## src/rtl/survivor_mem.sv

```systemverilog
// Survivor-decision ring between the ACS array and traceback: one column write per symbol,
// single-bit registered read by (time index, state).
module survivor_mem #(
    parameter int K = 7,
    parameter int M = K - 1,
    parameter int D = 40,
    localparam int N = 2**M,
    localparam int AW = $clog2(D)
) (
    input  logic          clk,
    input  logic          rst,
    input  logic          dec_valid,
    input  logic [N-1:0]  dec_vec,
    input  logic [M-1:0]  best_state,
    input  logic          flush,
    output logic [AW-1:0] wr_ptr,
    output logic [M-1:0]  s_end,
    output logic [AW:0]   fill_count,
    output logic          full,
    input  logic [AW-1:0] tb_time,
    input  logic [M-1:0]  tb_state,
    output logic          tb_surv_bit
);

    logic [N-1:0] mem [D];
    logic [AW:0]  fill_next;
    logic         wr_en;

    assign wr_en = dec_valid && !flush;

    always_comb begin
        fill_next = fill_count;
        if (flush)
            fill_next = '0;
        else if (dec_valid && fill_count < (AW+1)'(D))
            fill_next = fill_count + (AW+1)'(1);
    end

    always_ff @(posedge clk or posedge rst) begin
        if (rst) begin
            wr_ptr     <= '0;
            s_end      <= '0;
            fill_count <= '0;
            full       <= 1'b0;
        end else begin
            fill_count <= fill_next;
            full       <= (fill_next == (AW+1)'(D));
            if (flush) begin
                wr_ptr <= '0;
                s_end  <= '0;
            end else if (dec_valid) begin
                wr_ptr <= (wr_ptr == AW'(D - 1)) ? '0 : wr_ptr + AW'(1);
                s_end  <= best_state;
            end
        end
    end

    // Array is not reset; writes are suppressed while rst is held.
    always_ff @(posedge clk) begin
        if (wr_en && !rst)
            mem[wr_ptr] <= dec_vec;
    end

    // Non-blocking read of the array gives read-first behaviour on a same-slot collision.
    always_ff @(posedge clk or posedge rst) begin
        if (rst)
            tb_surv_bit <= 1'b0;
        else if (tb_time < AW'(D))
            tb_surv_bit <= mem[tb_time][tb_state];
        else
            tb_surv_bit <= 1'b0;
    end

endmodule
```

## config.mk

```make
export PLATFORM = sky130hd
export DESIGN_NAME = survivor_mem
export DESIGN_NICKNAME = d
export VERILOG_FILES = /design/src/rtl/survivor_mem.sv
export SDC_FILE = /design/constraint.sdc
export NUM_CORES = 2
export LEC_CHECK = 0
export BUFFER_PORTS_ARGS = -buffer_cell sky130_fd_sc_hd__buf_2
export CORE_MARGIN = 10
export CORE_UTILIZATION = 31
export CTS_BUF_LIST = sky130_fd_sc_hd__clkbuf_16
export CTS_CLUSTER_SIZE = 12
export DETAILED_ROUTE_END_ITERATION = 12
export SLEW_MARGIN = 20
export SYNTH_ARGS = -nofsm -noshare
export SYNTH_HDL_FRONTEND = slang
export SYNTH_SLANG_ARGS = --single-unit
```

## constraint.sdc

```tcl
create_clock -name clk -period 8.4 [get_ports clk]
set_input_delay 1.26 -clock clk [delete_from_list [all_inputs] [get_ports clk]]
set_output_delay 1.26 -clock clk [all_outputs]
set_load 0.01 [all_outputs]
```

==> flow_metrics.tcl <==
set metrics [dict create \
    outcome "completed" \
    synth.distinct_cells 80 \
    cap_violations 0 \
    synthFlopType "edfxtp_1" \
    cts_max_level 5 \
    synth_area_um2 100200 \
    final-setup-viol-count 0 \
    ys_ff_latch 2581 \
    crit_arrival_ps 5990 \
    cts.clk_slew.worst_paths_ps 60 \
    r2r_cells 5 \
    portBuffers 106 \
    antenna_found_initial 55 \
    drv_slew 0 \
    fin_crit_ps 5205 \
    synthAdderAreaFrac_pct 0.02499 \
    power.density_nw_per_um2 232.3 \
    routed_wl_um 308200 \
    cts.sinks 2581 \
    drive_gt1_share_pct 25.24 \
    cts_tree "built" \
    min_period_over_period_pct 61.96 \
    area_growth_pct 13.49 \
    gr-usage-all-layers_pct 17.21 \
    viasPerCell 5.571 \
    fp-row-count 208 \
    start_util_pct 31.16 \
    use_met3_pct 3.750 \
    grt_max_degree 94 \
    dr.pass1.iters 6 \
    synth_cells 4483 \
    power_leakage_nw 35.30 \
    synthTopCellsByArea "edfxtp_1 77%, mux4_2 13%, mux2i_1 1.7%" \
    cts_hold_buf 0 \
    ctsResizeCount 0 \
    use_met2_pct 27.86 \
    synth_compound_area_share_pct 2.766 \
    syn_avg_cell_area_um2 22.34 \
    numCtsBuffers 284 \
    grt.overflow.total 0 \
    synth_edf_count 2560 \
    fin_util_pct 35.36 \
    tightestPinTransition_ps 1216 \
    initialDrtViolationCount 7492 \
    synth_top_family_by_area "multiplexers" \
    tns_ps 0 \
    synth_nets 4571 \
    place_congestion 0.7873 \
    pin_count 107 \
    hpwl_um 163500 \
    clockBufferDepth 4 \
    cts_root_buffer "clkbuf_16" \
    fmax_mhz 192.1 \
    yosys.area_share.xor_xnor_pct 0.05247 \
    ys_warn_count 0 \
    multi_input_area_um2 20950 \
    skew_ps 64.82 \
    power.total_mw 26.40 \
    antenna_left 0 \
    fillers 29376 \
    grt_pass1_wl_um 423700 \
    finalHoldViolations 0 \
    wl_per_cell_um 33.40 \
    relSlewSlack_pct 18.93 \
    critical_path_class "in2reg" \
    layout_commonest_cell "edfxtp_1" \
    final_cell_mix "2560 x edfxtp_1, 570 x mux4_2, 288 x clkbuf_16" \
    synthSimpleGateAreaFrac_pct 2.010 \
    worstSkewPairLatency_ps 950 \
    synth_top_area_share_pct 76.75 \
    core_area_um2 321400 \
    vdd_drop_max_uv 161.2 \
    final-seq-area_um2 77400 \
    crit_required_ps 9180 \
    hold_class "in2async" \
    grt_pass1_vias 51332 \
    rsz0062_at_grt "no" \
    dieWidth_um 588.4 \
    synthMuxAreaShare_pct 15.70 \
    grt_busiest_layer "met2" \
    cts_setup_buffers 0 \
    synth_largest_area_cell "edfxtp_1" \
    ys_seq_area_share_pct 77.28 \
    cp-end-kind "flop" \
    grtUsageMet1_pct 22.99 \
    cp_max_fo 82 \
    drc_errors 0 \
    die-area_um2 346200 \
    crit_path_start_kind "input pin" \
    vias 51412 \
    die_h_um 588.4 \
    async_reset_ff_share_pct 0.8136 \
    nNetsFinal 4864 \
]
## cells by family (layout without fill, tap and decap cells)
kind of cell / count (synthesis) / count (layout)
muxes: 801 / 801
buffers and inverters: 261 / 694
other: 0 / 7
DFF: 2581 / 2581
adders and majority gates: 2 / 2
and+or+nand+nor: 440 / 440
xor gates and xnor gates: 6 / 6
AOI/OAI and AO/OA: 392 / 392
## cells in the mapped netlist (all sizes together), types with 10 or more instances
library cell and n:
edfxtp 2560, mux4 603, buf 191, mux2i 167, nand2 164, nor2 118
a21oi 61, clkbuf 58, o21ai 53, o22ai 49, a22oi 47, nand3 41
mux2 31, a31oi 25, a221oi 22, nor3 22, o221ai 22, a2111oi 21
dfrtp 21, a211oi 16, nor2b 15, nand2b 13, a22o 10, inv 10
## per-stage QoR
| step | hold slack [ps] | setup slack (ps) | cells | instance area [um2] |
|---|---|---|---|---|
| 6_report | 445.5 | 3195 | 9228 | 113700 |
| 5_1_grt | 454.6 | 3165 | 9224 | 113700 |
| 4_1_cts | 422.9 | 3366 | 9219 | 113600 |
| 3_5_place_dp | 514.8 | 2403 | 8793 | 105800 |
| 3_3_place_gp | 499.3 | 2361 | 8793 | 105800 |
| 2_1_floorplan | 555.4 | 2228 | 4483 | 100200 |
## per-layer routing
metal,up-vias,share of wire (%)
met2,2994,48
met1,28152,39
met4,34,3.8
met5,-,0.074
li1,19609,-
met3,623,9.9
## area by class of cell
type / count / share of cell area, %
antenna: 7 / 0.01541
clock buffer: 288 / 6.341
clock inverter: 138 / 0.5372
inverter: 11 / 0.03853
multi-input combinational: 1641 / 18.43
sequential: 2581 / 68.10
tap: 4305 / 4.739
timing repair buffer: 257 / 1.804
## power by group
group          switching, mW  internal, mW  leakage (nW)
clock                   4.79          6.15          4.09
combinational          0.849         0.427          7.92
sequential            0.0128          14.2          23.3
## flip-flops by register name, indices dropped and copies added, names as in the netlist
| register | flops |
|---|---|
| fill_count | 7 |
| full | 1 |
| mem | 2560 |
| s_end | 6 |
| tb_surv_bit | 1 |
| wr_ptr | 6 |
## final timing paths
kind / from / endpoint / slack (ps)
worst max-delay path: tb_time[1] / tb_surv_bit$_DFF_PP0_ / 3200
worst min-delay path: rst / tb_surv_bit$_DFF_PP0_ / 450
worst max register to register: wr_ptr[0]$_DFFE_PP0P_ / mem[25][8]$_DFFE_PP_ / 4530
worst min register to register: s_end[1]$_DFFE_PP0P_ / s_end[1]$_DFFE_PP0P_ / 520
max in group asynchronous: rst / fill_count[4]$_DFF_PP0_ / 7600
min in group clk: s_end[1]$_DFFE_PP0P_ / s_end[1]$_DFFE_PP0P_ / 520
## critical path, stage by stage
cell and delay (ps):
buf_8 490, buf_12 390, buf_4 480, buf_4 330
mux4_2 350, mux4_2 490, a211oi_1 250, a311oi_1 140
o31ai_1 1050, a311o_1 300, o41ai_1 100
Power figures use the tool's default switching activity.
